--- config.mk ---
export PLATFORM = sky130hd
export DESIGN_NAME = wnaf_recoder
export DESIGN_NICKNAME = d
export VERILOG_FILES = /design/src/rtl/sm2_pkg.sv /design/src/rtl/wnaf_digit.sv /design/src/rtl/wnaf_recoder.sv
export SDC_FILE = /design/constraint.sdc
export NUM_CORES = 2
export LEC_CHECK = 0
export BUFFER_PORTS_ARGS = -buffer_cell sky130_fd_sc_hd__buf_2
export CAP_MARGIN = 20
export CORE_MARGIN = 5
export CORE_UTILIZATION = 63
export DETAILED_ROUTE_END_ITERATION = 12
export GPL_ROUTABILITY_DRIVEN = 0
export GPL_TIMING_DRIVEN = 0
export PLACE_DENSITY = 0.92
export RECOVER_POWER = 50
export SETUP_SLACK_MARGIN = 0.5
export SKIP_LAST_GASP = 1
export SYNTH_ARGS = -nofsm -noshare
export SYNTH_HDL_FRONTEND = slang
export SYNTH_SLANG_ARGS = --single-unit
--- constraint.sdc ---
create_clock -name clk -period 17.3 [get_ports clk]
set_input_delay 3.46 -clock clk [delete_from_list [all_inputs] [get_ports clk]]
set_output_delay 3.46 -clock clk [all_outputs]
set_load 0.01 [all_outputs]
--- src/rtl/sm2_pkg.sv ---
// sm2_pkg: constants and types shared by the SM2 point-multiplication front end.
//   SM2_KW        default scalar width in bits
//   SM2_W_DEF     default wNAF window width (2 = plain NAF)
//   SM2_W_MAX     widest window the recoder accepts
//   digit_t       signed digit at the default window width; blocks built for a
//                 different W declare logic signed [W-1:0] with the same layout
//   wnaf_state_t  recoder FSM encoding, also exported on the debug port
package sm2_pkg;

    localparam int SM2_KW    = 256;
    localparam int SM2_W_DEF = 2;
    localparam int SM2_W_MAX = 8;

    typedef logic signed [SM2_W_DEF-1:0] digit_t;

    typedef enum logic [1:0] {
        ST_IDLE   = 2'd0,
        ST_RECODE = 2'd1,
        ST_STREAM = 2'd2,
        ST_DONE   = 2'd3
    } wnaf_state_t;

endpackage

--- src/rtl/wnaf_digit.sv ---
// wnaf_digit: one combinational wNAF recoding step.
//   k       in   KW+1  remaining (non-negative) scalar
//   d       out  W     signed digit produced for the current bit position
//   k_next  out  KW+1  (k - d) >> 1, the scalar left for the next position
// Kept free of state so an on-the-fly recoder can reuse it directly.
module wnaf_digit
    import sm2_pkg::*;
#(
    parameter int KW = SM2_KW,
    parameter int W  = SM2_W_DEF
) (
    input  logic [KW:0]  k,
    output logic [W-1:0] d,
    output logic [KW:0]  k_next
);

    logic [KW:0] d_ext;
    logic [KW:0] diff;

    always_comb begin
        d     = '0;
        d_ext = '0;
        diff  = k;
        if (k[0]) begin
            // Reading the low W bits as two's complement yields r when
            // r < 2^(W-1) and r - 2^W otherwise, which is exactly the digit.
            d     = k[W-1:0];
            d_ext = {{(KW+1-W){k[W-1]}}, k[W-1:0]};
            // k - d is always >= 0 and < 2^(KW+1); its low W bits are zero.
            diff  = k - d_ext;
        end
        k_next = diff >> 1;
    end

endmodule

--- src/rtl/wnaf_recoder.sv ---
// wnaf_recoder: width-W NAF recoder for a KW-bit unsigned scalar.
//   clk, rst      rising-edge clock, synchronous active-high reset
//   start, k_in   job request and scalar, sampled only in IDLE
//   busy          high in every state except IDLE
//   nlen          digit count, held from the first dig_valid until the next start
//   dig_valid/dig_ready/dig/dig_last  MSB-first signed digit stream
//   done          one-cycle pulse when the job finishes
//   dbg_state     current FSM state
// Handshake: a digit transfers on a rising edge where dig_valid && dig_ready.
// Once dig_valid rises it stays high, with dig and dig_last stable, until that
// transfer happens; dig_ready may toggle freely and never affects dig_valid.
module wnaf_recoder
    import sm2_pkg::*;
#(
    parameter int KW = SM2_KW,
    parameter int W  = SM2_W_DEF,
    parameter int CW = $clog2(KW + 2)
) (
    input  logic              clk,
    input  logic              rst,
    input  logic              start,
    input  logic [KW-1:0]     k_in,
    output logic              busy,
    output logic [CW-1:0]     nlen,
    output logic              dig_valid,
    input  logic              dig_ready,
    output logic [W-1:0]      dig,
    output logic              dig_last,
    output logic              done,
    output wnaf_state_t       dbg_state
);

    wnaf_state_t   state, state_nx;
    logic [KW:0]   k;
    logic [KW:0]   k_next;
    logic [W-1:0]  d;
    logic [CW-1:0] idx;
    logic [CW-1:0] ptr;
    logic [W-1:0]  dbuf [0:KW];

    wnaf_digit #(.KW(KW), .W(W)) u_digit (
        .k      (k),
        .d      (d),
        .k_next (k_next)
    );

    always_ff @(posedge clk) begin
        if (rst) state <= ST_IDLE;
        else     state <= state_nx;
    end

    always_comb begin
        state_nx = state;
        unique case (state)
            ST_IDLE:   if (start) state_nx = ST_RECODE;
            ST_RECODE: if (k == '0) state_nx = (idx != '0) ? ST_STREAM : ST_DONE;
            ST_STREAM: if (dig_ready && ptr == '0) state_nx = ST_DONE;
            ST_DONE:   state_nx = ST_IDLE;
            default:   state_nx = ST_IDLE;
        endcase
    end

    always_ff @(posedge clk) begin
        if (rst) begin
            k    <= '0;
            idx  <= '0;
            ptr  <= '0;
            nlen <= '0;
        end else begin
            unique case (state)
                ST_IDLE: begin
                    if (start) begin
                        k    <= {1'b0, k_in};
                        idx  <= '0;
                        nlen <= '0;
                    end
                end
                ST_RECODE: begin
                    if (k != '0) begin
                        k   <= k_next;
                        idx <= idx + CW'(1);
                    end else begin
                        nlen <= idx;
                        // Wraps when idx == 0, but that path goes to DONE
                        // and never reads ptr.
                        ptr  <= idx - CW'(1);
                    end
                end
                ST_STREAM: begin
                    if (dig_ready && ptr != '0) ptr <= ptr - CW'(1);
                end
                default: ;
            endcase
        end
    end

    // Digit storage carries no reset; every entry read in STREAM was
    // written during the same job's RECODE phase.
    always_ff @(posedge clk) begin
        if (state == ST_RECODE && k != '0) dbuf[idx] <= d;
    end

    always_comb begin
        busy      = (state != ST_IDLE);
        dig_valid = (state == ST_STREAM);
        dig       = dig_valid ? dbuf[ptr] : '0;
        dig_last  = dig_valid && (ptr == '0);
        done      = (state == ST_DONE);
        dbg_state = state;
    end

endmodule

==> impl_metrics.tcl, run 1 <==
set metrics [dict create \
    outcome "did not finish" \
    failing_step "global routing (5_1_grt)" \
    stop_error "[ERROR GRT-0232] Routing congestion too high. Check the congestion heatmap in the GUI." \
    postSynthAreaPerCell_um2 9.29 \
    io_buffer_count 275 \
    ys_seq_area_share_pct 39.6 \
    num_io_pins 277 \
    dp_slack_ns 9.03 \
    grt_max_degree 136 \
    grt_overflow_total 51 \
    ys_ff_latch 808 \
    async_reset_ff_share_pct 0 \
    die_w_um 302 \
    syn_nets 6322 \
    cts_buffers 85 \
    place_hpwl_um 174000 \
    ys_warn_count 0 \
    num_rows 107 \
    die_h_um 302 \
    clock-sinks 808 \
    ctsHoldBuffers 0 \
    start_util_pct 63.4 \
    cts_root_buf "clkbuf_16" \
    cts_buffer_depth 3 \
    ctsResizeCount 0 \
    cts_setup_buffers 0 \
    ys_types 99 \
    track_usage_pct 64.1 \
    synth_edf_count 514 \
    ys.flop_type "edfxtp_1" \
    htree_num_levels 3 \
    synthCells 5797 \
    syn_area_um2 53900 \
]
metal layers:
metal	track usage [%]	overflow
met5	43.3	0
met4	58.0	21
met3	56.1	8
met2	75.6	22
met1	63.8	0
synthesized netlist by cell type (64+ instances only):
library cell | instances | share of area, %
a221oi_1 | 81 | 1.3
xor2_1 | 97 | 1.6
xnor2_1 | 145 | 2.4
a222oi_1 | 82 | 1.5
mux2_2 | 71 | 1.5
mux4_2 | 170 | 7.1
a21oi_1 | 625 | 5.8
dfxtp_1 | 294 | 11
a21o_1 | 73 | 1.0
o21bai_1 | 64 | 0.89
edfxtp_1 | 514 | 29
nand4_1 | 168 | 2.0
nand2_1 | 532 | 3.7
clkbuf_1 | 298 | 2.1
o21ai_0 | 407 | 3.8
nor2_1 | 776 | 5.4
inv_1 | 94 | 0.65
nor3_1 | 115 | 1.1
ha_1 | 265 | 6.2
nand3_1 | 70 | 0.65
nor4_1 | 116 | 1.3
per-stage QoR:
step / hold WS, ns / cells / cell area [µm²] / setup TNS [ns]
3_3_place_gp: 0.474 / 7216 / 56700 / -3691.57
4_1_cts: 0.515 / 7395 / 59900 / 0
2_1_floorplan: 0.465 / 5797 / 53900 / 0
3_5_place_dp: 0.477 / 7237 / 57100 / 0
logic make-up after synthesis:
family / synth area share, %
adders and majority gates: 6.15
buffers and inverters: 3.19
xor gates and xnor gates: 3.93
and+or+nand+nor: 16.6
muxes: 9.30
AOI/OAI and AO/OA: 21.2
DFF: 39.6
==> run 2: changes to the inputs <==
CORE_UTILIZATION = 40   (was 63)
PLACE_DENSITY = unset   (was 0.92)
PLACE_DENSITY_LB_ADDON = 0.15   (was unset)
SETUP_SLACK_MARGIN = unset   (was 0.5)
==> impl_metrics.tcl, run 2 <==
set metrics [dict create \
    grt_max_degree 137 \
    max_freq_mhz 114 \
    largest_register_ffs 514 \
    hold_slack_ns 0.544 \
    outcome "finished with violations" \
    worstSetupStartpointType "flip-flop" \
    yosysTopAreaCellShare_pct 28.6 \
    synth_common_cells "776 x nor2_1, 625 x a21oi_1, 532 x nand2_1" \
    clock-sinks 808 \
    grt_pass1_wl_um 350000 \
    drtIter0Drc 7818 \
    area_growth_pct 14.3 \
    synth_area_leaders "edfxtp_1 29%, dfxtp_1 11%, mux4_2 7.1%, ha_1 6.2%, a21oi_1 5.8%" \
    synth_compound_area_share_pct 21.2 \
    syn_area_um2 53900 \
    cp.required_ns 17.44 \
    hold_path.class "flip-flop to flip-flop" \
    synth_edf_count 514 \
    cts_setup_buffers 0 \
    num_rows 134 \
    relSlewSlack_pct -113 \
    clk_pin_slew_worst_paths_ns 0.06 \
    reg2reg_depth 3 \
    min_period_ns 8.76 \
    avgViaCountPerCell 6.64 \
    ctsHoldBuffers 0 \
    syn_nets 6322 \
    synth_top_family_by_area "compound AO/OA/AOI/OAI gates" \
    synth_adder_area_share_pct 6.15 \
    grt_pass1_vias 50600 \
    async_reset_ff_share_pct 0 \
    grt_setup_unrepaired "no" \
    synth_mux_area_share_pct 9.30 \
    layout_commonest_cell "nor2_1" \
    drv_slew 422 \
    final_layout_size_suffix_gt1_share_pct 12.9 \
    tns_ns 0 \
    antenna_found_initial 14 \
    cts_buffer_depth 3 \
    grt_overflow_total 0 \
    synth_xor_area_share_pct 3.93 \
    ant_nets 0 \
    track_usage_pct 33.6 \
    die_h_um 377 \
    cts_tree "done" \
    r2r_setup_slack_ns 8.54 \
    synthCells 5797 \
    ctsResizeCount 0 \
    synth_most_common_cell "nor2_1" \
    critPathMaxFanout 74 \
    nNetsFinal 6759 \
    finalCritPeriodShare_pct 50.6 \
    setup_viol_count_final 0 \
    arrival_ns 8.90 \
    mostFrequentLayoutCells "776 x nor2_1, 625 x a21oi_1, 532 x nand2_1" \
    wl_per_cell_um 30.8 \
    ys_types 99 \
    synth_area_leader_cell "edfxtp_1" \
    num_vias 53700 \
    ys_ff_latch 808 \
    drtPass1Iterations 10 \
    crit_type "flip-flop to flip-flop" \
    die_area_um2 142000 \
    ys_seq_area_share_pct 39.6 \
    hold_violations 0 \
    top_regs "dbuf: 514 flops, k: 256 flops" \
    die_w_um 377 \
    drc 0 \
    postSynthAreaPerCell_um2 9.29 \
    wl_um 249000 \
    num_io_pins 277 \
    failed_checks "max-capacitance violations, max-slew violations" \
    ys_warn_count 0 \
    endpoint_kind "flip-flop" \
    htree_num_levels 3 \
    final_core_util_pct 46.1 \
    design_area_um2 61600 \
    fillCellCount 13000 \
    yosys.area_share.simple_pct 16.6 \
    endpoint "dbuf[42][0]$_DFFE_PP_" \
    core_region_area_um2 134000 \
    cts_buffers 92 \
    place_hpwl_um 194000 \
    insertion_delay_ns 0.75 \
    ys.flop_type "edfxtp_1" \
    r2r-end "dbuf[42][0]$_DFFE_PP_" \
    whs_path_depth 2 \
    cts_root_buf "clkbuf_16" \
    fin_skew_ns 0.0667 \
    place_area_um2 58300 \
    io_buffer_count 275 \
    max_slew.worst_pin.slew_ns 3.19 \
    crit_start "k[0]$_SDFFE_PP0P_" \
    top_register "dbuf" \
    cap_violations 8 \
    start_util_pct 40.3 \
    rr_startpoint "k[0]$_SDFFE_PP0P_" \
]
run 2: worst min path at each step:
stage                   startpoint             endpoint
5_1_grt        k[222]$_SDFFE_PP0P_  k[222]$_SDFFE_PP0P_
3_3_place_gp     k[2]$_SDFFE_PP0P_    k[2]$_SDFFE_PP0P_
2_1_floorplan  k[222]$_SDFFE_PP0P_  k[222]$_SDFFE_PP0P_
3_5_place_dp   k[222]$_SDFFE_PP0P_  k[222]$_SDFFE_PP0P_
4_1_cts        k[222]$_SDFFE_PP0P_  k[222]$_SDFFE_PP0P_
6_report         k[2]$_SDFFE_PP0P_    k[2]$_SDFFE_PP0P_
run 2: routing by layer:
layer,wire length (µm),up-vias,GRT usage [%]
met5,110,-,0.202
met4,18500,4,20.9
met3,32200,820,11.1
met2,100000,3650,47.5
met1,98000,26100,44.4
li1,-,23200,-
run 2: kinds of logic (layout without fill, tap and decap cells):
family / after synthesis / count (layout)
flip-flops: 808 / 808
AO/OA/AOI/OAI: 1781 / 1781
XOR/XNOR: 242 / 242
buffers and inverters: 449 / 961
adder cells (fa/ha/maj): 265 / 265
multiplexers: 279 / 279
AND/OR/NAND/NOR: 1973 / 1973
other: 0 / 11
run 2: per-stage QoR:
step | setup slack, ns | cells
2_1_floorplan | 2.08 | 5797
3_3_place_gp | -20.30 | 7840
3_5_place_dp | 9.16 | 7889
4_1_cts | 8.35 | 8058
5_1_grt | 7.68 | 8079
6_report | 8.54 | 8088
run 2: critical path, stage by stage, from the launching register on:
cell      delay (ns)
dfxtp_1         1.90
clkbuf_1        2.35
clkbuf_1        1.78
clkbuf_1        2.03
run 2: cell type report:
| class | count | area [µm²] | area share [%] |
|---|---|---|---|
| timing repair buffer | 343 | 2250 | 3.66 |
| clock inverter | 42 | 601 | 0.975 |
| tap | 1768 | 2210 | 3.59 |
| multi-input combinational | 4540 | 30800 | 50.1 |
| inverter | 95 | 364 | 0.591 |
| clock buffer | 127 | 2620 | 4.25 |
| buffer | 354 | 1360 | 2.21 |
| sequential | 808 | 21300 | 34.6 |
| antenna | 11 | 27.5 | 0.0447 |
Power of run 2 is left out: the tool's default activity adds up to more than one toggle a clock period on the data nets, which glitch-free logic cannot reach.
